--- config.mk ---
export PLATFORM = sky130hd
export DESIGN_NAME = rd_ptr_ctrl_flat
export DESIGN_NICKNAME = d
export VERILOG_FILES = /design/src/rtl/rd_ptr_ctrl_pkg.sv /design/src/rtl/rd_ptr_ctrl_if.sv /design/src/rtl/rd_ptr_ctrl_sync.sv /design/src/rtl/rd_ptr_ctrl.sv /design/src/flat_wrapper.sv
export SDC_FILE = /design/constraint.sdc
export NUM_CORES = 1
export LEC_CHECK = 0
export CORE_UTILIZATION = 45
export DETAILED_ROUTE_END_ITERATION = 10
export MAX_ROUTING_LAYER = met4
export PLACE_DENSITY_LB_ADDON = 0.25
export SETUP_SLACK_MARGIN = 0.05
export SYNTH_ARGS = -nofsm -noshare
export SYNTH_HDL_FRONTEND = slang
export SYNTH_SLANG_ARGS = --single-unit
--- constraint.sdc ---
create_clock -name r_clk -period 3.57 [get_ports r_clk]
set_input_delay 0.357 -clock r_clk [delete_from_list [all_inputs] [get_ports r_clk]]
set_output_delay 0.357 -clock r_clk [all_outputs]
set_load 0.05 [all_outputs]
--- src/rtl/rd_ptr_ctrl_pkg.sv ---
// rd_ptr_ctrl_pkg -- shared pointer helpers for the async FIFO controllers.
// Holds the default geometry and the binary/Gray conversions so the read-
// and write-side controllers convert pointers identically.
// Conversions operate on a 32-bit container; callers zero-extend narrower
// pointers in and truncate the result back. Leading zeros leave the low
// bits of both conversions unchanged, so any width up to 32 works.
package rd_ptr_ctrl_pkg;

    localparam int PTR_WIDTH_DEF   = 4;
    localparam int SYNC_STAGES_DEF = 2;
    localparam int GW              = 32;

    typedef logic [GW-1:0] gvec_t;

    function automatic gvec_t bin2gray(input gvec_t b);
        return b ^ (b >> 1);
    endfunction

    // Each binary bit is the XOR of all Gray bits at and above it.
    function automatic gvec_t gray2bin(input gvec_t g);
        gvec_t b;
        b[GW-1] = g[GW-1];
        for (int i = GW-2; i >= 0; i--) begin
            b[i] = b[i+1] ^ g[i];
        end
        return b;
    endfunction

endpackage

--- src/rtl/rd_ptr_ctrl_if.sv ---
// rd_ptr_ctrl_if -- read-side FIFO control bundle.
// slave  : the pointer controller (takes requests, drives pointers/flags).
// master : the consumer / environment (drives requests, reads status).
// Signals:
//   r_en, clr_underflow  : read request, sticky-underflow clear
//   g_write_ptr          : Gray write pointer from the write clock domain
//   ae_thresh            : almost-empty threshold (quasi-static)
//   b_read_ptr/g_read_ptr: binary / Gray read pointer
//   r_addr               : RAM read address
//   empty, almost_empty, r_level, underflow, r_valid : status
interface rd_ptr_ctrl_if
    import rd_ptr_ctrl_pkg::*;
#(
    parameter int PTR_WIDTH = PTR_WIDTH_DEF
);
    logic                 r_en;
    logic                 clr_underflow;
    logic [PTR_WIDTH:0]   g_write_ptr;
    logic [PTR_WIDTH:0]   ae_thresh;
    logic [PTR_WIDTH:0]   b_read_ptr;
    logic [PTR_WIDTH:0]   g_read_ptr;
    logic [PTR_WIDTH-1:0] r_addr;
    logic                 empty;
    logic                 almost_empty;
    logic [PTR_WIDTH:0]   r_level;
    logic                 underflow;
    logic                 r_valid;

    modport slave (
        input  r_en, clr_underflow, g_write_ptr, ae_thresh,
        output b_read_ptr, g_read_ptr, r_addr, empty, almost_empty,
               r_level, underflow, r_valid
    );

    modport master (
        output r_en, clr_underflow, g_write_ptr, ae_thresh,
        input  b_read_ptr, g_read_ptr, r_addr, empty, almost_empty,
               r_level, underflow, r_valid
    );
endinterface

--- src/rtl/rd_ptr_ctrl_sync.sv ---
// ptr_sync -- multi-flop synchronizer for a Gray-coded pointer.
// Ports: r_clk (destination clock), r_rst (sync, active high),
//        d (asynchronous Gray input), q (synchronized output).
// STAGES must be at least 2. Only Gray values are safe to pass here since
// at most one bit changes per source update.
module ptr_sync #(
    parameter int WIDTH  = 5,
    parameter int STAGES = 2
) (
    input  logic             r_clk,
    input  logic             r_rst,
    input  logic [WIDTH-1:0] d,
    output logic [WIDTH-1:0] q
);
    logic [STAGES-1:0][WIDTH-1:0] stg;

    always_ff @(posedge r_clk) begin
        if (r_rst) stg <= '0;
        else       stg <= {stg[STAGES-2:0], d};
    end

    assign q = stg[STAGES-1];
endmodule

--- src/rtl/rd_ptr_ctrl.sv ---
// rd_ptr_ctrl -- read-pointer controller of an asynchronous FIFO.
// Ports: r_clk (read clock), r_rst (sync, active high),
//        bus (rd_ptr_ctrl_if.slave): read request, foreign Gray write
//        pointer, almost-empty threshold, underflow clear in; binary/Gray
//        read pointer, RAM address, empty/almost_empty/level/underflow/
//        r_valid out.
// Flags are computed from the *next* pointer so empty rises on the same
// edge as the accept that drains the last entry (no extra read slips by).
module rd_ptr_ctrl
    import rd_ptr_ctrl_pkg::*;
#(
    parameter int PTR_WIDTH   = PTR_WIDTH_DEF,
    parameter int SYNC_STAGES = SYNC_STAGES_DEF
) (
    input  logic         r_clk,
    input  logic         r_rst,
    rd_ptr_ctrl_if.slave bus
);
    localparam int PW = PTR_WIDTH + 1;
    typedef logic [PW-1:0] ptr_t;

    ptr_t g_wptr_sync;
    ptr_t w_bin;
    ptr_t b_next;
    ptr_t g_next;
    ptr_t level_next;
    logic accept;

    ptr_sync #(
        .WIDTH  (PW),
        .STAGES (SYNC_STAGES)
    ) u_wptr_sync (
        .r_clk (r_clk),
        .r_rst (r_rst),
        .d     (bus.g_write_ptr),
        .q     (g_wptr_sync)
    );

    always_comb begin
        accept     = bus.r_en & ~bus.empty;
        b_next     = bus.b_read_ptr + PW'(accept);
        g_next     = PW'(bin2gray(GW'(b_next)));
        w_bin      = PW'(gray2bin(GW'(g_wptr_sync)));
        // Modular difference: pointers carry one extra wrap bit, so this
        // spans 0..2**PTR_WIDTH without ambiguity.
        level_next = w_bin - b_next;
    end

    always_ff @(posedge r_clk) begin
        if (r_rst) begin
            bus.b_read_ptr   <= '0;
            bus.g_read_ptr   <= '0;
            bus.r_level      <= '0;
            bus.empty        <= 1'b1;
            bus.almost_empty <= 1'b1;
            bus.underflow    <= 1'b0;
            bus.r_valid      <= 1'b0;
        end else begin
            bus.b_read_ptr   <= b_next;
            bus.g_read_ptr   <= g_next;
            bus.r_level      <= level_next;
            bus.empty        <= (g_wptr_sync == g_next);
            bus.almost_empty <= (level_next <= bus.ae_thresh);
            bus.r_valid      <= accept;
            // Setting wins over clearing so a same-cycle fault is never lost.
            if (bus.r_en && bus.empty)  bus.underflow <= 1'b1;
            else if (bus.clr_underflow) bus.underflow <= 1'b0;
        end
    end

    assign bus.r_addr = bus.b_read_ptr[PTR_WIDTH-1:0];
endmodule
--- src/flat_wrapper.sv ---
// flat-port wrapper written by rule: the top's interface ports become plain ports
module rd_ptr_ctrl_flat import rd_ptr_ctrl_pkg::*;
#(
    parameter int PTR_WIDTH   = PTR_WIDTH_DEF,
    parameter int SYNC_STAGES = SYNC_STAGES_DEF
)
  (r_clk, r_rst, bus_r_en, bus_clr_underflow, bus_g_write_ptr, bus_ae_thresh, bus_b_read_ptr, bus_g_read_ptr, bus_r_addr, bus_empty, bus_almost_empty, bus_r_level, bus_underflow, bus_r_valid);
  rd_ptr_ctrl_if #(.PTR_WIDTH(PTR_WIDTH)) bus_i ();
  input  logic r_clk;
  input  logic r_rst;
  input wire logic [$bits(bus_i.r_en)-1:0] bus_r_en;
  input wire logic [$bits(bus_i.clr_underflow)-1:0] bus_clr_underflow;
  input wire logic [$bits(bus_i.g_write_ptr)-1:0] bus_g_write_ptr;
  input wire logic [$bits(bus_i.ae_thresh)-1:0] bus_ae_thresh;
  output wire logic [$bits(bus_i.b_read_ptr)-1:0] bus_b_read_ptr;
  output wire logic [$bits(bus_i.g_read_ptr)-1:0] bus_g_read_ptr;
  output wire logic [$bits(bus_i.r_addr)-1:0] bus_r_addr;
  output wire logic [$bits(bus_i.empty)-1:0] bus_empty;
  output wire logic [$bits(bus_i.almost_empty)-1:0] bus_almost_empty;
  output wire logic [$bits(bus_i.r_level)-1:0] bus_r_level;
  output wire logic [$bits(bus_i.underflow)-1:0] bus_underflow;
  output wire logic [$bits(bus_i.r_valid)-1:0] bus_r_valid;
  assign bus_i.r_en = bus_r_en;
  assign bus_i.clr_underflow = bus_clr_underflow;
  assign bus_i.g_write_ptr = bus_g_write_ptr;
  assign bus_i.ae_thresh = bus_ae_thresh;
  assign bus_b_read_ptr = bus_i.b_read_ptr;
  assign bus_g_read_ptr = bus_i.g_read_ptr;
  assign bus_r_addr = bus_i.r_addr;
  assign bus_empty = bus_i.empty;
  assign bus_almost_empty = bus_i.almost_empty;
  assign bus_r_level = bus_i.r_level;
  assign bus_underflow = bus_i.underflow;
  assign bus_r_valid = bus_i.r_valid;
  rd_ptr_ctrl #(.PTR_WIDTH(PTR_WIDTH), .SYNC_STAGES(SYNC_STAGES)) u_core (.r_clk(r_clk), .r_rst(r_rst), .bus(bus_i));
endmodule
==> flow_summary.toml <==
[worst_hold_path]
type_of_the_worst_min_delay_path = "register to register"

[yosys]
synth-main-ff-cell = "sky130_fd_sc_hd__dfxtp_1"
ys_seq_area_share_pct = 42.8
synthesis.area_mm2 = 0.00131
synth_area_leader_cell = "sky130_fd_sc_hd__dfxtp_1"
syn-instance-count = 131
postSynth.asyncResetShare_pct = 0
synth_top_cell_area_share_pct = 42.8
netlist_top_cells_area = "sky130_fd_sc_hd__dfxtp_1 43%, sky130_fd_sc_hd__ha_1 11%, sky130_fd_sc_hd__nor2b_1 8.1%, sky130_fd_sc_hd__xnor2_1 8.0%, sky130_fd_sc_hd__xor2_1 5.3%"
syn_area_per_cell_um2 = 10.0
cell_variety_after_synth = 29
synth_enable_flop_cells = 0
synth_most_common_cell = "sky130_fd_sc_hd__dfxtp_1"
yosys_warnings = 0
synth.net_count = 157
synth.cells.most_frequent = "28 x sky130_fd_sc_hd__dfxtp_1, 17 x sky130_fd_sc_hd__nor2b_1, 12 x sky130_fd_sc_hd__xnor2_1, 11 x sky130_fd_sc_hd__ha_1"
ys_ff_latch = 28

[cells_and_area]
area_growth_pct = 32.5
fin_area_mm2 = 0.00174
post_layout_net_count = 192
instances_no_fill = 196
filler_cell_count = 243
drive_above_1_share_pct = 6.06
antenna_cells_inserted = 0
finalCoreUtilization_pct = 62.9

[placed_design]
numPortBuffers = 36
dpl_cell_area_mm2 = 0.00168
placed_cells = 192
place_worst_setup_slack_ns = 0.129
gpl.final_weighted_congestion = 0.814
half_perimeter_wire_length_after_detailed_placement_um = 1740

[worst_setup_path]
cpPeakStageDelay_ns = 0.41
timing.critical_path.from_type = "register"
critical_path.n_buffers_inverters = 1
worst_path_dominant_cell_family = "XOR/XNOR gates"
setup.worst_path.class = "register to register"
crit_slowest_cell = "sky130_fd_sc_hd__fa_1"
worst-endpoint-required_ns = 3.79
crit_path_cell_trace = "xor2_1, xnor2_1, xor2_2, xor2_1, ha_1, fa_1, inv_1, a21o_1, a21oi_1, xnor2_1, ha_1, and3_1, a31oi_1, o21ai_0"
worst_setup_path_end_kind = "register"
timing.critical_path.arrival_ns = 3.41
worst-path-max-fanout = 3

[sta]
report.final.slew_viol_count = 0
setup_viol = 0
hold_viol = 0
final.period_utilization_pct = 89.2
hold_ws_ns = 0.457
max_clock_freq_ghz = 0.314
timing_worst_slew_pin_value_ns = 0.947
min_period_ns = 3.18
slew-limit-headroom_pct = 36.7
fin_worst_skew_ns = 0.00475
setup_tns_ns = 0
rsz0062_at_grt = "false"
setup_slack_ns = 0.385

[die]
die_h_um = 56.0
rows = 19
fp.dieW_um = 56.0
floorplan.io_pins = 37
core_area_mm2 = 0.00276
start_util_pct = 47.5
area_of_the_die_mm2 = 0.00313

[route]
drt_first_iter_violations = 7
route.vias.total = 947
routedWlPerCell_um = 11.4
vias_per_cell = 4.83
antenna_violating_nets_post_route = 0
routed_wl_um = 2240
first_pass_iters = 4
drcViolationCount = 0

[clocking]
clkTransAtPathRegs_ns = 0.15
clock_tree.root_cell = "sky130_fd_sc_hd__clkbuf_4"
insertion_delay_ns = 0.33
tritoncts = "done"
cts_max_level = 1
tritoncts_num_sinks = 28
postCtsHoldBufs = 0
cts_buf_count = 3
cts-root-to-sink-buffers = 2

[grt]
gr-total-overflow = 0
maximum_number_of_pins_on_one_net_before_global_route_repair = 29
initial_antenna_violation_count = 0
grt_pass1_vias = 924
gr-usage-all-layers_pct = 16.0
grt_pass1_wl_um = 3800

[power]
vdd_ir_drop_max_mv = 0.390
leakagePower_nw = 0.740
pwr_density_cell_mw_per_mm2 = 476
finalPower_mw = 0.825

[outcome]
status = "finished, final reports clean"

[job]
cap_violations = 0
[logic make-up after synthesis]
group           Yosys count  share of synthesized area (%)
fa+ha+maj                12                           12.0
compound gates           12                           6.21
xor+xnor                 21                           14.6
flops                    28                           42.8
simple gates             39                           17.0
mux                       1                          0.764
buf+inv                  18                           6.59
[placed cells by master (no fill, tap or decap), types with 2 or more instances in the layout]
cell                               n
sky130_fd_sc_hd__nand2_1           3
sky130_fd_sc_hd__xnor2_1          12
sky130_fd_sc_hd__nor2b_1          17
sky130_fd_sc_hd__inv_1            10
sky130_fd_sc_hd__xor2_1            7
sky130_fd_sc_hd__ha_1             11
sky130_fd_sc_hd__nand2b_1          2
sky130_fd_sc_hd__a21o_1            2
sky130_fd_sc_hd__nor2_1           10
sky130_fd_sc_hd__o21a_1            3
sky130_fd_sc_hd__clkdlybuf4s50_1  36
sky130_fd_sc_hd__xor2_2            2
sky130_fd_sc_hd__buf_4             2
sky130_fd_sc_hd__dfxtp_1          28
sky130_fd_sc_hd__clkbuf_4          3
sky130_fd_sc_hd__a21oi_1           3
[power by group]
group | internal (mW) | switching, mW | total (mW)
sequential | 0.338 | 0.0101 | 0.348
combinational | 0.116 | 0.154 | 0.270
clock | 0.114 | 0.0937 | 0.207
total | 0.567 | 0.258 | 0.825
[state kept, by name, indices dropped and copies added, names as in the netlist]
| register | cells |
|---|---|
| u_core.bus.g_read_ptr | 5 |
| u_core.u_wptr_sync.stg | 5 |
| u_core.bus.b_read_ptr | 4 |
| u_core.bus.empty | 1 |
| u_core.bus.almost_empty | 1 |
| u_core.bus.r_valid | 1 |
| u_core.u_wptr_sync.q | 5 |
| u_core.bus.underflow | 1 |
| u_core.bus.r_level | 5 |
[repair_timing]
item | 4_1_cts | 5_1_grt
resized for setup | 0 | 1
setup buffers | 0 | 0
setup endpoints to repair | 0 | 1
endpoints found under the hold margin | 0 | 0
[routing by layer]
| metal | vias to the layer above | global-route usage, % | wire [um] |
|---|---|---|---|
| li1 | 479 | - | - |
| met1 | 444 | 18.3 | 946 |
| met2 | 21 | 28.4 | 1180 |
| met3 | 3 | 2.09 | 88 |
| met4 | 0 | 6.27 | 30 |
| met5 | - | - | 0 |
[worst paths after layout]
kind	to	slack, ns	cells after the start	from
max	u_core.bus.almost_empty	0.39	14	u_core.u_wptr_sync.q[3]
min	u_core.u_wptr_sync.q[2]	0.46	1	u_core.u_wptr_sync.stg[2]
max reg2reg	u_core.bus.almost_empty	0.39	14	u_core.u_wptr_sync.q[3]
min reg2reg	u_core.u_wptr_sync.q[2]	0.46	1	u_core.u_wptr_sync.stg[2]
[cell type report]
cell class                 instances  area [um2]  area share, %
multi-input combinational         85         671           38.6
sequential                        28         561           32.3
timing repair buffer              38         375           21.6
tap                               31        38.8           2.24
inverter                          10        37.5           2.16
clock inverter                     1        30.0           1.73
clock buffer                       3        22.5           1.30
(Power assumes the default switching activity.)
